==> src/rtl/serial_subtractor8_pkg.sv <==
// Shared constants for the bit-serial subtractor: FSM encoding and default width.
package serial_subtractor8_pkg;

  localparam int DEF_WIDTH = 8;

  localparam logic [1:0] S_IDLE = 2'd0;
  localparam logic [1:0] S_RUN  = 2'd1;
  localparam logic [1:0] S_DONE = 2'd2;

endpackage

==> src/rtl/serial_subtractor8_if.sv <==
// Request/response bundle for the serial subtractor: start + operands in,
// busy/done status and the registered result out.
interface serial_subtractor8_if
  import serial_subtractor8_pkg::*;
#(
  parameter int WIDTH = DEF_WIDTH
);
  logic             start;
  logic [WIDTH-1:0] a;
  logic [WIDTH-1:0] b;
  logic             bin;
  logic             busy;
  logic             done;
  logic [WIDTH-1:0] diff;
  logic             bout;

  modport master (
    output start, a, b, bin,
    input  busy, done, diff, bout
  );

  modport slave (
    input  start, a, b, bin,
    output busy, done, diff, bout
  );
endinterface

==> src/rtl/serial_subtractor8_full_subtractor.sv <==
// One-bit full subtractor cell: d = x - y - bi, with borrow out.
module full_subtractor (
  input  logic x,
  input  logic y,
  input  logic bi,
  output logic d,
  output logic bo
);
  // Borrow when y exceeds x, or when x==y and a borrow ripples in.
  always_comb begin
    d  = x ^ y ^ bi;
    bo = (~x & y) | (~(x ^ y) & bi);
  end
endmodule

==> src/rtl/serial_subtractor8.sv <==
// Bit-serial two's-complement subtractor: diff = a - b - bin, LSB first,
// one bit per clock, with a start/busy/done handshake.
module serial_subtractor8
  import serial_subtractor8_pkg::*;
#(
  parameter int WIDTH = DEF_WIDTH
)(
  input logic                 clk,
  input logic                 rst,
  serial_subtractor8_if.slave bus
);

  localparam int CW = $clog2(WIDTH) + 1;
  localparam logic [CW-1:0] LAST = CW'(WIDTH - 1);

  if (WIDTH < 2 || WIDTH > 32) begin : g_bad_width
    $error("serial_subtractor8: WIDTH must be in 2..32");
  end

  logic [1:0]       state;
  logic [WIDTH-1:0] a_sh;
  logic [WIDTH-1:0] b_sh;
  logic [WIDTH-1:0] d_sh;
  logic             brw;
  logic [CW-1:0]    cnt;
  logic [WIDTH-1:0] diff_q;
  logic             bout_q;

  logic             d_bit;
  logic             brw_nxt;

  // Single cell shared across all bit positions; operands are shifted past it.
  full_subtractor u_fs (
    .x  (a_sh[0]),
    .y  (b_sh[0]),
    .bi (brw),
    .d  (d_bit),
    .bo (brw_nxt)
  );

  // Handshake FSM plus serial datapath; result registers only update on the
  // final bit so partial sums are never visible on diff/bout.
  always_ff @(posedge clk or posedge rst) begin
    if (rst) begin
      state  <= S_IDLE;
      a_sh   <= '0;
      b_sh   <= '0;
      d_sh   <= '0;
      brw    <= 1'b0;
      cnt    <= '0;
      diff_q <= '0;
      bout_q <= 1'b0;
    end else begin
      case (state)
        S_IDLE: begin
          if (bus.start) begin
            a_sh  <= bus.a;
            b_sh  <= bus.b;
            brw   <= bus.bin;
            cnt   <= '0;
            d_sh  <= '0;
            state <= S_RUN;
          end
        end
        S_RUN: begin
          a_sh <= a_sh >> 1;
          b_sh <= b_sh >> 1;
          brw  <= brw_nxt;
          d_sh <= {d_bit, d_sh[WIDTH-1:1]};
          cnt  <= cnt + 1'b1;
          if (cnt == LAST) begin
            diff_q <= {d_bit, d_sh[WIDTH-1:1]};
            bout_q <= brw_nxt;
            state  <= S_DONE;
          end
        end
        S_DONE:  state <= S_IDLE;
        default: state <= S_IDLE;
      endcase
    end
  end

  // Status decoded straight from the state register: no input-to-output path.
  always_comb begin
    bus.busy = (state == S_RUN);
    bus.done = (state == S_DONE);
    bus.diff = diff_q;
    bus.bout = bout_q;
  end

endmodule
==> src/flat_wrapper.sv <==
// flat-port wrapper written by rule: the top's interface ports become plain ports
module serial_subtractor8_flat import serial_subtractor8_pkg::*;
#(
  parameter int WIDTH = DEF_WIDTH
)
  (clk, rst, bus_start, bus_a, bus_b, bus_bin, bus_busy, bus_done, bus_diff, bus_bout);
  serial_subtractor8_if #(.WIDTH(WIDTH)) bus_i ();
  input logic clk;
  input logic rst;
  input wire logic [$bits(bus_i.start)-1:0] bus_start;
  input wire logic [$bits(bus_i.a)-1:0] bus_a;
  input wire logic [$bits(bus_i.b)-1:0] bus_b;
  input wire logic [$bits(bus_i.bin)-1:0] bus_bin;
  output wire logic [$bits(bus_i.busy)-1:0] bus_busy;
  output wire logic [$bits(bus_i.done)-1:0] bus_done;
  output wire logic [$bits(bus_i.diff)-1:0] bus_diff;
  output wire logic [$bits(bus_i.bout)-1:0] bus_bout;
  assign bus_i.start = bus_start;
  assign bus_i.a = bus_a;
  assign bus_i.b = bus_b;
  assign bus_i.bin = bus_bin;
  assign bus_busy = bus_i.busy;
  assign bus_done = bus_i.done;
  assign bus_diff = bus_i.diff;
  assign bus_bout = bus_i.bout;
  serial_subtractor8 #(.WIDTH(WIDTH)) u_core (.clk(clk), .rst(rst), .bus(bus_i));
endmodule
==> config.mk <==
export PLATFORM = sky130hd
export DESIGN_NAME = serial_subtractor8_flat
export DESIGN_NICKNAME = d
export VERILOG_FILES = /design/src/rtl/serial_subtractor8_pkg.sv /design/src/rtl/serial_subtractor8_if.sv /design/src/rtl/serial_subtractor8_full_subtractor.sv /design/src/rtl/serial_subtractor8.sv /design/src/flat_wrapper.sv
export SDC_FILE = /design/constraint.sdc
export NUM_CORES = 1
export LEC_CHECK = 0
export ABC_AREA = 1
export CORE_ASPECT_RATIO = 2
export CORE_MARGIN = 10
export CORE_UTILIZATION = 45
export CTS_CLUSTER_DIAMETER = 120
export DETAILED_ROUTE_END_ITERATION = 10
export DONT_BUFFER_PORTS = 1
export HOLD_SLACK_MARGIN = 0.05
export PLACE_DENSITY = 0.6
export SKIP_CTS_REPAIR_TIMING = 1
export SYNTH_ARGS = -nofsm -noshare
export SYNTH_HDL_FRONTEND = slang
export SYNTH_SLANG_ARGS = --single-unit
==> constraint.sdc <==
create_clock -name clk -period 1.6 [get_ports clk]
set_input_delay 0.32 -clock clk [delete_from_list [all_inputs] [get_ports clk]]
set_output_delay 0.32 -clock clk [all_outputs]
set_load 0.01 [all_outputs]
# Word level (Yosys, flattened, before mapping)
# Cells that the tools add are included.
dict set report totals {
  reg_bits 40
  output_inout_bits 11
}
dict set report classes {
  add_sub_neg 1
  eq_ne 5
  mux 13
  bitwise_logic 7
  reduce_logical 5
}
# operator count
set ops {}
lappend ops {{case mux 8 bit (2 select lines)} 3}
lappend ops {{2-to-1 mux 8 bit} 3}
lappend ops {{case mux 4 bit (2 select lines)} 1}
lappend ops {{AND reduction 2 bit} 3}
lappend ops {{adder 4 x 1 -> 4 bit (second input constant)} 1}
lappend ops {{== test 4 x 3 -> 1 bit (second input constant)} 1}
lappend ops {{2-to-1 mux 2 bit} 2}
lappend ops {{2-to-1 mux 4 bit} 1}
lappend ops {{case mux 2 bit (2 select lines)} 1}
lappend ops {{bitwise AND 1 bit} 2}
lappend ops {{== test 2 x 1 -> 1 bit (second input constant)} 1}
lappend ops {{== test 2 bit (second input constant)} 1}
lappend ops {{zero test 2 bit} 1}
lappend ops {{!= test 2 x 1 -> 1 bit (second input constant)} 1}
lappend ops {{!= test 2 bit (second input constant)} 1}
lappend ops {{inverter 1 bit} 2}
lappend ops {{case mux 1 bit (2 select lines)} 1}
lappend ops {{nonzero test 2 bit} 1}
lappend ops {{bitwise XOR 1 bit} 2}
lappend ops {{2-to-1 mux 1 bit} 1}
lappend ops {{OR 1 bit} 1}

# Logic depth before layout (Yosys ltp)
# Gate-level depths: netlist (run 1).
dict set report logic_depth {
  word_depth 5
  mapped_depth 6
}

# Cells and area by module
# Synthesis (run 1) repeated with hierarchy kept, for this count alone.
dict set report hier_totals {
  hier_cells 192
  area_unflattened_um2 1712.9
}
# module instances cells_each area_per_inst_um2 seq_area_each_um2
set by_module_without_submodules {}
lappend by_module_without_submodules {serial_subtractor8 1 188 1681.6 975.9}
lappend by_module_without_submodules {full_subtractor 1 4 31.3 0.0}

# Worst setup path after synthesis (run 1)
# No wires, ideal clock.
dict set report synth_path {
  path_kind {register to register}
  startpoint {reg u_core.cnt[0]}
  endpoint {reg u_core.diff_q[7] (netlist: u_core.bus.diff[7])}
  arrival_time_ps 998
  required_ps 1483
  path_slack_ps 485
  path_stages_with_launch 7
  period_less_slack_ps 1115
  path_cell_list {dfrtp_1 -> ha_1 -> nand2_1 -> nor2_1 -> nand2_2 -> nand2_1 -> nand2_1}
}
dict set report synth_via {
  elab_chain_cells 2
}
# element line
set synth_rtl {}
lappend synth_rtl {{from (decl)} serial_subtractor8.sv:25} ;# logic [CW-1:0] cnt;
lappend synth_rtl {{from (signal assigned)} serial_subtractor8.sv:70} ;# cnt <= cnt + 1'b1;
lappend synth_rtl {{== test 4 x 3 -> 1 bit} serial_subtractor8.sv:71} ;# if (cnt == LAST) begin
lappend synth_rtl {{AND reduction 2 bit (no line)} --}
lappend synth_rtl {{to (signal assigned)} serial_subtractor8.sv:72} ;# diff_q <= {d_bit, d_sh[WIDTH-1:1]};
lappend synth_rtl {{to (decl)} serial_subtractor8.sv:26} ;# logic [WIDTH-1:0] diff_q;
# Every way passes these cells.
# A chain may end at the register's enable or synchronous reset.

# Worst setup path after layout (run 1)
dict set report layout_path {
  startpoint {reg u_core.state[0]}
  endpoint {out bus_busy}
}
dict set report layout_via {
  elab_chain_cells 1
}
# element line
set layout_rtl {}
lappend layout_rtl {{from (decl)} serial_subtractor8.sv:20} ;# logic [1:0] state;
lappend layout_rtl {{from (signal assigned)} serial_subtractor8.sv:45} ;# state <= S_IDLE;
lappend layout_rtl {{from (signal assigned)} serial_subtractor8.sv:62} ;# state <= S_RUN;
lappend layout_rtl {{from (signal assigned)} serial_subtractor8.sv:74} ;# state <= S_DONE;
lappend layout_rtl {{== test 2 x 1 -> 1 bit} serial_subtractor8.sv:85} ;# bus.busy = (state == S_RUN);
lappend layout_rtl {{to (decl)} flat_wrapper.sv:14} ;# output wire logic [$bits(bus_i.busy)-1:0] bus_busy;
# Every way passes these cells.

==> results of run 1 <==
## registers in the layout (all words and copies together), names as in the netlist
name and flops:
u_core.bus.diff 8, u_core.d_sh 7, u_core.brw 1, u_core.a_sh 8
u_core.bus.bout 1, u_core.b_sh 8, u_core.cnt 4, u_core.state 2
## worst max path at each step
stage | slack, ns | startpoint | end
after floorplan | 0.39 | rst | u_core.a_sh[0]$_DFFE_PP0P_
after global placement | 0.29 | u_core.cnt[0]$_DFFE_PP0P_ | u_core.bus.diff[7]$_DFFE_PP0P_
after detailed placement | 0.25 | u_core.cnt[0]$_DFFE_PP0P_ | u_core.bus.diff[7]$_DFFE_PP0P_
after CTS | 0.07 | u_core.state[0]$_DFFE_PP0P_ | bus_busy
after global routing | 0.005 | u_core.state[0]$_DFFE_PP0P_ | bus_busy
final | 0.09 | u_core.state[0]$_DFFE_PP0P_ | bus_busy
## cell type report
type	instances	area, µm²	area share [%]
clock buffers	5	68.8	3.62
clock inverters	3	67.6	3.55
inverters	12	45.0	2.37
multi-input cells	132	614	32.3
flip-flops and latches	39	976	51.3
well taps	49	61.3	3.23
repair buffers	7	67.6	3.55
## power by group through the flow
stage | sequential, W | clock [W] | combinational, W
2_1_floorplan | 0.00170 | 0 | 0.000988
3_3_place_gp | 0.00178 | 0 | 0.00112
3_5_place_dp | 0.00180 | 0 | 0.00117
4_1_cts | 0.00178 | 0.00101 | 0.00117
5_1_grt | 0.00184 | 0.00105 | 0.00133
6_report | 0.00177 | 0.000977 | 0.00115
## layer usage
metal | share of wire (%) | track usage (%) | wire length, µm | vias to the layer above
li1 | - | - | - | 628
met1 | 40 | 12.0 | 1450 | 617
met2 | 50 | 18.9 | 1810 | 46
met3 | 7.5 | 3.86 | 270 | 7
met4 | 2.0 | 5.19 | 72 | 0
met5 | 0 | 0 | 0 | -
## through the flow
stage | setup WS (ns) | instance area [µm²] | util, % | std cells
floorplan | 0.391 | 1690 | - | 191
global placement | 0.293 | 1750 | 48.1 | 238
detailed placement | 0.247 | 1750 | 48.1 | 238
CTS | 0.0689 | 1890 | 51.9 | 246
global route | 0.00518 | 1900 | 52.1 | 247
finish | 0.0924 | 1900 | 52.1 | 247
## worst max-delay path: cells and delay by family (launching register included)
family,cells,cell delay (ns)
buf+inv,2,0.39
flops,1,0.43
simple gates,1,0.09
## cells by family (layout without fill, tap and decap cells)
family | after synthesis | count (layout) | synth area share, %
compound gates | 9 | 9 | 3.10
fa+ha+maj | 2 | 2 | 1.92
buf+inv | 20 | 27 | 6.06
flops | 39 | 39 | 57.6
simple gates | 121 | 121 | 31.3
## cell usage in the layout (no fill, tap or decap), types with 2 or more instances in the layout
| cell type | n |
|---|---|
| nor2_1 | 4 |
| clkbuf_8 | 5 |
| nand2_2 | 3 |
| dfrtp_1 | 39 |
| nand2_1 | 71 |
| nand3_1 | 40 |
| inv_2 | 2 |
| bufinv_16 | 2 |
| inv_1 | 10 |
| o22ai_1 | 4 |
| o21ai_0 | 3 |
| nor2_4 | 2 |
| buf_4 | 5 |
==> impl_metrics.json, run 1 <==
{
  "ys_seq_area_share_pct": 57.6,
  "die_w_um": 63.4,
  "area_growth_syn_to_layout_pct": 12.3,
  "min_to": "u_core.brw$_DFFE_PP0P_",
  "intPower_w": 0.00247,
  "rr_worst_depth": 6,
  "vias": 1298,
  "synthTopCellsByCount": "nand2_1, nand3_1, dfrtp_1, inv_1",
  "netlist_top_cells_area": "dfrtp_1, nand2_1, nand3_1",
  "maxSlewViolCount": 0,
  "hold_viol_final": 0,
  "avgRoutedWirePerCell_um": 14.6,
  "setup_viol": 0,
  "p_comb_share_pct": 29.5,
  "routed_wl_mm": 3.60,
  "critPathMaxFanout": 13,
  "clkLatencyLatePin_ns": 0.30,
  "syn_inst": 191,
  "finalCritPeriodShare_pct": 94.2,
  "worstReg2RegStart": "u_core.cnt[0]$_DFFE_PP0P_",
  "min_from": "bus_bin",
  "reg2reg_slack_ns": 0.24,
  "die_h_um": 107,
  "ys_types": 18,
  "worst_slew_pin_slew_ns": 0.393,
  "yosys_register_bits": 39,
  "overflow": 0,
  "clkPwrFrac_pct": 25.1,
  "hp-class": "primary input to flip-flop",
  "power.density_mw_per_mm2": 2050,
  "grt_pass1_vias": 1297,
  "synth_edf_count": 0,
  "start_kind": "flip-flop",
  "gp_congestion": 0.792,
  "sw_frac_of_total_pct": 36.6,
  "layout.nets": 219,
  "timing.hold.ws_ns": 0.136,
  "cts.htree.levels": 2,
  "rr_endpoint": "u_core.bus.diff[2]$_DFFE_PP0P_",
  "portBuffers": 0,
  "cts_sinks": 39,
  "timing.slew.headroom_pct": 73.7,
  "rsz0062_at_grt": "no",
  "root_buffer": "clkbuf_8",
  "grt_pass1_wl_mm": 6.18,
  "netlist_area_mm2": 0.00169,
  "drive_gt1_share_pct": 10.6,
  "dr.pass1.iters": 5,
  "antenna_found_initial": 0,
  "critPathRequiredTime_ns": 1.28,
  "synth_area_leader_cell": "dfrtp_1",
  "ys_warn_count": 0,
  "avgSynthCellArea_um2": 8.86,
  "final_antenna_net_count": 0,
  "grt_usage_pct": 11.1,
  "die_area_mm2": 0.00676,
  "io_pins": 31,
  "arrival_ns": 1.19,
  "drv_cap": 0,
  "worstSetupPathType": "flip-flop to output pin",
  "hold_path_depth": 2,
  "grt_max_degree": 31,
  "vdd.ir_drop.worst_mv": 1.08,
  "cts_tree": "built",
  "dp_hpwl_mm": 2.61,
  "syn_nets": 213,
  "std_cell_rows": 31,
  "drt_iter0_markers": 65,
  "cp_slowest_cell": "dfrtp_1",
  "power_w": 0.00390,
  "cts_buffers": 5,
  "cp-end-kind": "output pin",
  "synth-async-reset-ratio_pct": 100,
  "synth_top_area_share_pct": 57.6,
  "ys.flop_type": "dfrtp_1",
  "pwr-share-seq_pct": 45.4,
  "p_switching_w": 0.00143,
  "viasPerCell": 5.26,
  "status": "complete, no violations",
  "core_mm2": 0.00365,
  "setup_tns_ns": 0,
  "initial_utilization_pct": 46.4,
  "fin_skew_ns": 0.0106,
  "critPathMaxStageDelay_ns": 0.43,
  "antenna_cells": 0,
  "leakagePower_nw": 0.940,
  "drc": 0,
  "path_cells": "nand2_2 -> inv_2 -> buf_4",
  "fmax_mhz": 663,
  "synth.most_common_cell": "nand2_1",
  "nFillCells": 372,
  "timing.final.crit_period_ns": 1.51,
  "clockBufferDepth": 2,
  "clkTransAtPathRegs_ns": 0.08
}
Power figures use the tool's default switching activity.
==> run 2, diff against run 1 <==
--- a/config.mk
+++ b/config.mk
@@ -18,3 +18,4 @@
 export SYNTH_ARGS = -nofsm -noshare
 export SYNTH_HDL_FRONTEND = slang
 export SYNTH_SLANG_ARGS = --single-unit
+export TNS_END_PERCENT = 100
==> results of run 2 <==
Final layout, timing and power as in run 1 (identical DEF).
==> run 3, diff against run 2 <==
--- a/config.mk
+++ b/config.mk
@@ -9,12 +9,13 @@
 export CORE_ASPECT_RATIO = 2
 export CORE_MARGIN = 10
 export CORE_UTILIZATION = 45
-export CTS_CLUSTER_DIAMETER = 120
 export DETAILED_ROUTE_END_ITERATION = 10
 export DONT_BUFFER_PORTS = 1
+export GPL_TIMING_DRIVEN = 1
 export HOLD_SLACK_MARGIN = 0.05
 export PLACE_DENSITY = 0.6
 export SKIP_CTS_REPAIR_TIMING = 1
+export SLEW_MARGIN = 20
 export SYNTH_ARGS = -nofsm -noshare
 export SYNTH_HDL_FRONTEND = slang
 export SYNTH_SLANG_ARGS = --single-unit
==> results of run 3 <==
Final layout, timing and power as in run 1 (identical DEF).
